===== config.mk =====
export PLATFORM = sky130hd
export DESIGN_NAME = gate_sweep_ctrl
export DESIGN_NICKNAME = d
export VERILOG_FILES = /design/src/rtl/gate_sweep_pkg.sv /design/src/rtl/settle_timer.sv /design/src/rtl/gate_sweep_ctrl.sv
export SDC_FILE = /design/constraint.sdc
export NUM_CORES = 1
export LEC_CHECK = 0
export CAP_MARGIN = 40
export CORE_MARGIN = 5
export CORE_UTILIZATION = 27
export DETAILED_ROUTE_END_ITERATION = 12
export GPL_TIMING_DRIVEN = 0
export PLACE_DENSITY = 0.56
export REMOVE_ABC_BUFFERS = 1
export SYNTH_ARGS = -nofsm -noshare
export SYNTH_HDL_FRONTEND = slang
export SYNTH_SLANG_ARGS = --single-unit

===== constraint.sdc =====
create_clock -name clk -period 4.8 [get_ports clk]
set_input_delay 1.2 -clock clk [delete_from_list [all_inputs] [get_ports clk]]
set_output_delay 1.2 -clock clk [all_outputs]
set_load 0.005 [all_outputs]

===== src/rtl/gate_sweep_pkg.sv =====
// rtl/gate_sweep_pkg.sv - shared state encoding and truth-table constants for the gate sweep sequencer
package gate_sweep_pkg;

  typedef enum logic [1:0] {
    IDLE   = 2'd0,
    SETTLE = 2'd1,
    SAMPLE = 2'd2,
    DONE   = 2'd3
  } state_t;

  localparam int VEC_W = 2;

  // Truth tables indexed by {in1,in2}
  localparam logic [3:0] TT_AND = 4'b1000;
  localparam logic [3:0] TT_OR  = 4'b1110;

endpackage


===== src/rtl/settle_timer.sv =====
// rtl/settle_timer.sv - 4-bit load/decrement settle counter with zero flag
module settle_timer (
  input  logic       clk,
  input  logic       rst,
  input  logic       load,
  input  logic [3:0] load_val,
  output logic       zero
);

  logic [3:0] count;

  always_ff @(posedge clk) begin
    if (rst) begin
      count <= 4'd0;
    end else if (load) begin
      count <= load_val;
    end else if (count != 4'd0) begin
      count <= count - 4'd1;
    end
  end

  assign zero = (count == 4'd0);

endmodule


===== src/rtl/gate_sweep_ctrl.sv =====
// rtl/gate_sweep_ctrl.sv - on-chip exhaustive sweep and check of a two-input/two-output logic gate
// Optional GATE_SWEEP_CAPTURE_EN adds the capture[7:0] raw-sample output.
module gate_sweep_ctrl
  import gate_sweep_pkg::*;
#(
  parameter int         SETTLE_CYCLES = 2,
  parameter logic [3:0] EXP_OUT1      = TT_AND,
  parameter logic [3:0] EXP_OUT2      = TT_OR
) (
  input  logic       clk,
  input  logic       rst,
  input  logic       start,
  output logic       gate_in1,
  output logic       gate_in2,
  input  logic       gate_out1,
  input  logic       gate_out2,
`ifdef GATE_SWEEP_CAPTURE_EN
  output logic [7:0] capture,
`endif
  output logic       busy,
  output logic       done,
  output logic       pass,
  output logic [2:0] err_count
);

  generate
    if (SETTLE_CYCLES < 1 || SETTLE_CYCLES > 15) begin : g_bad_settle
      $error("gate_sweep_ctrl: SETTLE_CYCLES must be within 1..15");
    end
  endgenerate

  localparam logic [3:0] SETTLE_LOAD = 4'(SETTLE_CYCLES - 1);

  state_t           state, state_next;
  logic [VEC_W-1:0] vec;
  logic             timer_zero;
  logic             timer_load;
  logic             accept;
  logic             clear_results;
  logic             sample_now;
  logic             mismatch;

  settle_timer u_settle_timer (
    .clk      (clk),
    .rst      (rst),
    .load     (timer_load),
    .load_val (SETTLE_LOAD),
    .zero     (timer_zero)
  );

  assign mismatch = (gate_out1 != EXP_OUT1[vec]) || (gate_out2 != EXP_OUT2[vec]);

  always_ff @(posedge clk) begin
    if (rst) state <= IDLE;
    else     state <= state_next;
  end

  // A restart straight from DONE publishes the finished result for one cycle,
  // so its clear is deferred to the first SETTLE cycle (no SAMPLE can collide).
  always_comb begin
    state_next    = state;
    accept        = 1'b0;
    timer_load    = 1'b0;
    sample_now    = 1'b0;
    clear_results = 1'b0;
    case (state)
      IDLE: begin
        if (start) begin
          accept        = 1'b1;
          timer_load    = 1'b1;
          clear_results = 1'b1;
          state_next    = SETTLE;
        end
      end
      SETTLE: begin
        clear_results = done;
        if (timer_zero) state_next = SAMPLE;
      end
      SAMPLE: begin
        sample_now = 1'b1;
        if (vec == 2'd3) begin
          state_next = DONE;
        end else begin
          timer_load = 1'b1;
          state_next = SETTLE;
        end
      end
      DONE: begin
        if (start) begin
          accept     = 1'b1;
          timer_load = 1'b1;
          state_next = SETTLE;
        end else begin
          state_next = IDLE;
        end
      end
      default: state_next = IDLE;
    endcase
  end

  always_ff @(posedge clk) begin
    if (rst) begin
      vec       <= '0;
      gate_in1  <= 1'b0;
      gate_in2  <= 1'b0;
      busy      <= 1'b0;
      done      <= 1'b0;
      pass      <= 1'b0;
      err_count <= 3'd0;
    end else begin
      if (accept) begin
        vec      <= '0;
        gate_in1 <= 1'b0;
        gate_in2 <= 1'b0;
        busy     <= 1'b1;
      end
      if (clear_results) begin
        err_count <= 3'd0;
        done      <= 1'b0;
        pass      <= 1'b0;
      end
      if (sample_now) begin
        if (mismatch) err_count <= err_count + 3'd1;
        if (vec == 2'd3) begin
          busy <= 1'b0;
        end else begin
          vec                  <= vec + 2'd1;
          {gate_in1, gate_in2} <= vec + 2'd1;
        end
      end
      if (state == DONE) begin
        done     <= 1'b1;
        pass     <= (err_count == 3'd0);
        vec      <= '0;
        gate_in1 <= 1'b0;
        gate_in2 <= 1'b0;
      end
    end
  end

`ifdef GATE_SWEEP_CAPTURE_EN
  always_ff @(posedge clk) begin
    if (rst || clear_results) begin
      capture <= 8'd0;
    end else if (sample_now) begin
      capture[{vec, 1'b0} +: 2] <= {gate_out1, gate_out2};
    end
  end
`endif

endmodule


==> out/qor.yml, run 1 <==
status: "finished, final reports clean"
layout-drive-gt1-share: 0.107
dp_hpwl_um: 1330
grt_use_total: 0.0879
die_y_um: 68.7
ctsResizeCount: 0
hold_class: "register to register"
cp_data_arrival_time_ns: 1.23
setup_tns_ns: 0
nets: 130
gp_congestion: 0.737
swShare: 0.391
htreeDepth: 1
slew_headroom: 0.620
cts_setup_buffers: 0
hold_viol: 0
clk-insertion-delay-late_ns: 0.29
yosysUniqueCellTypes: 30
r2r-end: "u_settle_timer.count[2]"
ff2ff_path_depth: 5
ys_warn_count: 0
holdWs_ns: 0.479
portBuffers: 12
cp_num_buf_inv: 1
syn_inst: 98
p_leak_nw: 0.440
overflow: 0
rrSetupSlack_ns: 2.96
ioPinCount: 13
wire_per_inst_um: 11.0
nFillCells: 352
pwr-share-seq: 0.355
die_w_um: 68.7
rsz0062_at_grt: "no"
p_int_uw: 352
cts_sinks: 16
instances_no_fill: 158
ir_drop_v: 0.000140
antenna_found_initial: 0
n_antenna_cell: 0
setup_ws_ns: 2.37
routed_via_density: 4.49
synthTopCellsByArea: "dfxtp_1 34%, ha_1 16%, nand2b_1 5.4%"
synth_top_family_by_area: "simple AND/OR/NAND/NOR gates"
cts_root_buf: "clkbuf_4"
synth_xor_area_frac: 0.0565
holdPathEnd: "gate_in1"
dr_total_vias: 709
start_util: 0.279
clock_skew_ns: 0.00532
cp.required_ns: 3.60
r2r_start: "state[0]"
detail_route.iter0.violations: 6
avgSynthCellArea_um2: 9.50
ys_ff_latch: 16
rows: 21
worstPathMaxFanout: 4
pre_cts_ws_ns: 2.21
cap_violations: 0
cts_hold_buf: 0
start_kind: "register"
dieArea_um2: 4720
met1_usage: 0.104
grt_max_degree: 19
endpoint_kind: "primary output"
met2_usage: 0.136
setup_violations: 0
crit_type: "register to primary output"
ys_seq_area_frac: 0.344
final_area_um2: 1140
synthAdderAreaFrac: 0.161
crit_slowest_cell: "clkdlybuf4s50_1"
pwr-share-comb: 0.486
first_pass_iters: 2
crit_family: "buffers and inverters"
yosysTopAreaCell: "dfxtp_1"
p_clk_frac: 0.160
finalCriticalPeriod_ns: 2.43
min_period_over_period: 0.506
hold_start: "gate_in1"
tightest_slew_ns: 0.569
synth-simple-area-share: 0.185
drv_slew: 0
area_growth_pct: 22.0
synth_compound_area_frac: 0.134
synthesis.area_um2: 931
gr-usage-met3: 0.0243
p_switching_uw: 227
place_inst: 154
cellPowerDensity_nw_per_um2: 509
synthMuxAreaShare: 0.0685
cpPeakStageDelay_ns: 0.53
core-area_um2: 3340
top_usage_layer: "met2"
grt_pass1_vias: 726
postRouteAntennaNets: 0
cts_tree: "yes"
clockBufferDepth: 2
wl_um: 1740
post-route-util: 0.340
clk_pin_slew_ns: 0.10
drc_errors: 0
holdPathStages: 2
max_freq_mhz: 412
synth_top_area_frac: 0.344
grt_first_pass_wirelength_um: 3070
numCtsBuffers: 3
path_cells: "clkdlybuf4s50_1"
placed_cell_area_um2: 1100
p_total_uw: 579
[cell type report]
type                            count  area [µm²]  area share
Sequential cell                    16         320       0.282
Inverter                           10        37.5      0.0330
Multi-Input combinational cell     70         564       0.497
Timing Repair Buffer               12         120       0.106
Tap cell                           46        57.6      0.0507
Clock buffer                        4        36.3      0.0319
[sequential cells by signal, summed over array words and instances, names as in the netlist]
signal / count
vec: 2
state: 2
err_count: 3
u_settle_timer.count: 4
pass: 1
gate_in1: 1
gate_in2: 1
done: 1
busy: 1
[worst max-delay path by stage]
stage	from	endpoint	slack [ns]	cells after the start
after floorplan	gate_out1	err_count[0]	2.77	3
after global placement	rst	err_count[1]	2.20	3
after detailed placement	rst	err_count[1]	2.21	3
after CTS	err_count[2]	err_count[2]	2.36	1
after global routing	err_count[0]	err_count[0]	2.31	1
final	err_count[2]	err_count[2]	2.37	1
[power groups by stage]
| stage | logic, mW | clock network [mW] | registers, mW |
|---|---|---|---|
| floorplan | 0.221 | 0 | 0.200 |
| global placement | 0.276 | 0 | 0.206 |
| detailed placement | 0.282 | 0 | 0.208 |
| CTS | 0.284 | 0.0956 | 0.205 |
| global route | 0.320 | 0.102 | 0.211 |
| finish | 0.281 | 0.0924 | 0.205 |
[placed cells by master (no fill, tap or decap), drive strengths merged, types with 2 or more instances in the layout]
cell type      synthesis  final
a21oi                  7      7
a221oi                 2      2
clkbuf                 1      4
clkdlybuf4s50          0     12
dfxtp                 16     16
ha                    12     12
inv                   10     10
mux2                   3      3
mux2i                  3      3
nand2b                 8      8
nand3                  5      5
nor2                   5      5
nor3                   3      3
nor3b                  2      2
nor4                   2      2
xnor2                  5      5
[routing by layer]
layer	part of all wire	wire length (µm)	up-vias
met2	0.44	771	11
met1	0.49	845	325
met3	0.040	70	4
met5	0	0	-
met4	0.030	53	0
li1	-	-	369
[Yosys cell counts]
master	count
dfxtp_1	16
ha_1	12
inv_1	10
nand2b_1	8
a21oi_1	7
nand3_1	5
nor2_1	5
xnor2_1	5
mux2_2	3
mux2i_1	3
nor3_1	3
a221oi_1	2
nor4_1	2
a2111oi_2	1
a21boi_1	1
a22o_1	1
buf_2	1
clkbuf_1	1
nand3b_1	1
nor3b_1	1
nor3b_2	1
o2111ai_1	1
o211a_1	1
o211ai_1	1
o21ai_1	1
o21ba_2	1
or2_2	1
or3_1	1
or3b_4	1
xor2_1	1
[kinds of logic after synthesis]
kind of cell,Yosys count
compound gates,17
xor+xnor,6
fa+ha+maj,12
buf+inv,12
flops,16
mux,6
simple gates,29
Note: power is estimated with default switching activity, not from simulation.
==> run 2, diff against run 1 <==
--- a/config.mk
+++ b/config.mk
@@ -10,7 +10,7 @@
 export CORE_UTILIZATION = 27
 export DETAILED_ROUTE_END_ITERATION = 12
 export GPL_TIMING_DRIVEN = 0
-export PLACE_DENSITY = 0.56
+export PLACE_DENSITY = 0.58
 export REMOVE_ABC_BUFFERS = 1
 export SYNTH_ARGS = -nofsm -noshare
 export SYNTH_HDL_FRONTEND = slang
==> constraint.sdc (replaced) <==
create_clock -name clk -period 2.2 [get_ports clk]
set_input_delay 0.55 -clock clk [delete_from_list [all_inputs] [get_ports clk]]
set_output_delay 0.55 -clock clk [all_outputs]
set_load 0.005 [all_outputs]
==> out/qor.yml, run 2 (same netlist as run 1, synthesis figures left out) <==
status: "finished, final reports clean"
p_leak_nw: 0.440  # unchanged
overflow: 0  # unchanged
pre_cts_ws_ns: 0.224  # -1.98 ns
mostFrequentLayoutCells: "16 x dfxtp_1, 12 x ha_1, 12 x clkdlybuf4s50_1"
gp_congestion: 0.704  # -4.5%
portBuffers: 12  # unchanged
start_util: 0.279  # unchanged
final_area_um2: 1140  # unchanged
holdPathEnd: "pass"
placed_cell_area_um2: 1100  # unchanged
hold_viol: 0  # unchanged
drc_errors: 0  # unchanged
pwr-share-comb: 0.491  # +0.005
clk-insertion-delay-late_ns: 0.29  # about the same
clockBufferDepth: 2  # unchanged
cap_violations: 0  # unchanged
nets: 130  # unchanged
die_y_um: 68.7  # unchanged
ioPinCount: 13  # unchanged
first_pass_iters: 4  # +2
postRouteAntennaNets: 0  # unchanged
swShare: 0.390  # -0.00121
setup_tns_ns: 0  # unchanged
grt_use_total: 0.0875  # -0.000425
largest_reg_flops: 4  # unchanged
numCtsBuffers: 3  # unchanged
rrSetupSlack_ns: 0.40  # -2.56 ns
setup_ws_ns: 0.402  # -1.97 ns
die_w_um: 68.7  # unchanged
grt_max_degree: 19  # unchanged
antenna_found_initial: 0  # unchanged
hold_class: "register to register"
cts_root_buf: "clkbuf_4"
slew_headroom: 0.605  # -0.0150
ff2ff_path_depth: 5  # unchanged
drv_slew: 0  # unchanged
top_register: "u_settle_timer.count"
dieArea_um2: 4720  # unchanged
cts_hold_buf: 0  # unchanged
p_clk_frac: 0.157  # -0.003
dp_hpwl_um: 1380  # +3.5%
cp_data_arrival_time_ns: 2.04  # +0.81 ns
crit_type: "register to register"
cts_tree: "yes"
setup_violations: 0  # unchanged
hold_start: "pass"
start_kind: "register"
p_switching_uw: 492  # +120%
ctsResizeCount: 0  # unchanged
cp.required_ns: 2.44  # -1.16 ns
detail_route.iter0.violations: 6  # unchanged
wire_per_inst_um: 11.3  # +2.8%
mostFrequentLayoutCell: "dfxtp_1"
min_period_over_period: 0.817
area_growth_pct: 22.0  # unchanged
dr_total_vias: 725  # +2.3%
clock_skew_ns: 0.000838  # -0.00448 ns
rsz0062_at_grt: "no"
holdPathStages: 2  # unchanged
rows: 21  # unchanged
n_antenna_cell: 0  # unchanged
holdWs_ns: 0.479  # -0.000178 ns
layout-drive-gt1-share: 0.107  # unchanged
cellPowerDensity_nw_per_um2: 1110  # +120%
pwr-share-seq: 0.352  # -0.003
post-route-util: 0.340  # unchanged
tightest_slew_ns: 0.591  # +0.0224 ns
endpoint_kind: "register"
cts_setup_buffers: 0  # unchanged
clk_pin_slew_ns: 0.10  # about the same
r2r_start: "state[0]"
wl_um: 1790  # +2.8%
ir_drop_v: 0.000296  # +110%
worstPathMaxFanout: 9  # +5
routed_via_density: 4.59  # +2.3%
core-area_um2: 3340  # unchanged
r2r-end: "u_settle_timer.count[0]"
top_regs: "u_settle_timer.count: 4 flops, err_count: 3 flops"
grt_first_pass_wirelength_um: 3070  # unchanged
cts_sinks: 16  # unchanged
p_int_uw: 769  # +120%
finalCriticalPeriod_ns: 1.80
max_freq_mhz: 556
grt_pass1_vias: 726  # unchanged
htreeDepth: 1  # unchanged
[run 2: metrics by stage]
| stage | power [mW] | instances |
|---|---|---|
| final | 1.26 | 158 |
| after CTS | 1.28 | 158 |
| after floorplan | 0.917 | 96 |
| after global placement | 1.05 | 154 |
| after detailed placement | 1.07 | 154 |
| after global routing | 1.37 | 158 |
[run 2: cell type report]
cell class / count / area, µm²
sequential: 16 / 320
multi-input combinational: 70 / 564
tap: 46 / 57.6
fill: 367 / 2200
clock buffer: 4 / 36.3
timing repair buffer: 12 / 120
inverter: 10 / 37.5
[run 2: how the worst max path moves through the flow]
stage	slack [ns]	startpoint	cells after the start	to
finish	0.40	state[0]	5	u_settle_timer.count[0]
global route	0.22	state[0]	5	u_settle_timer.count[0]
CTS	0.40	err_count[2]	1	err_count[2]
detailed placement	0.22	rst	3	gate_in1
global placement	0.25	rst	3	err_count[1]
floorplan	0.66	state[0]	5	u_settle_timer.count[0]
[run 2: worst max-delay path, cell delays in order, from the launching register on]
cell,delay [ns]
dfxtp_1,0.50
inv_1,0.14
ha_1,0.30
nand2b_1,0.24
a21oi_1,0.38
o21ba_2,0.20
[run 2: power groups by stage]
stage / Sequential [mW] / Clock (mW) / Combinational (mW)
after global routing: 0.458 / 0.220 / 0.694
after detailed placement: 0.452 / 0 / 0.620
after CTS: 0.445 / 0.211 / 0.626
final: 0.444 / 0.198 / 0.619
after global placement: 0.448 / 0 / 0.605
after floorplan: 0.436 / 0 / 0.481
[run 2: layer usage]
layer | share of wire | routed length [µm] | global-route usage
met5 | 0 | 0 | 0
met4 | 0.027 | 48 | 0.0584
met3 | 0.042 | 75 | 0.0243
met2 | 0.47 | 839 | 0.143
met1 | 0.46 | 825 | 0.0986
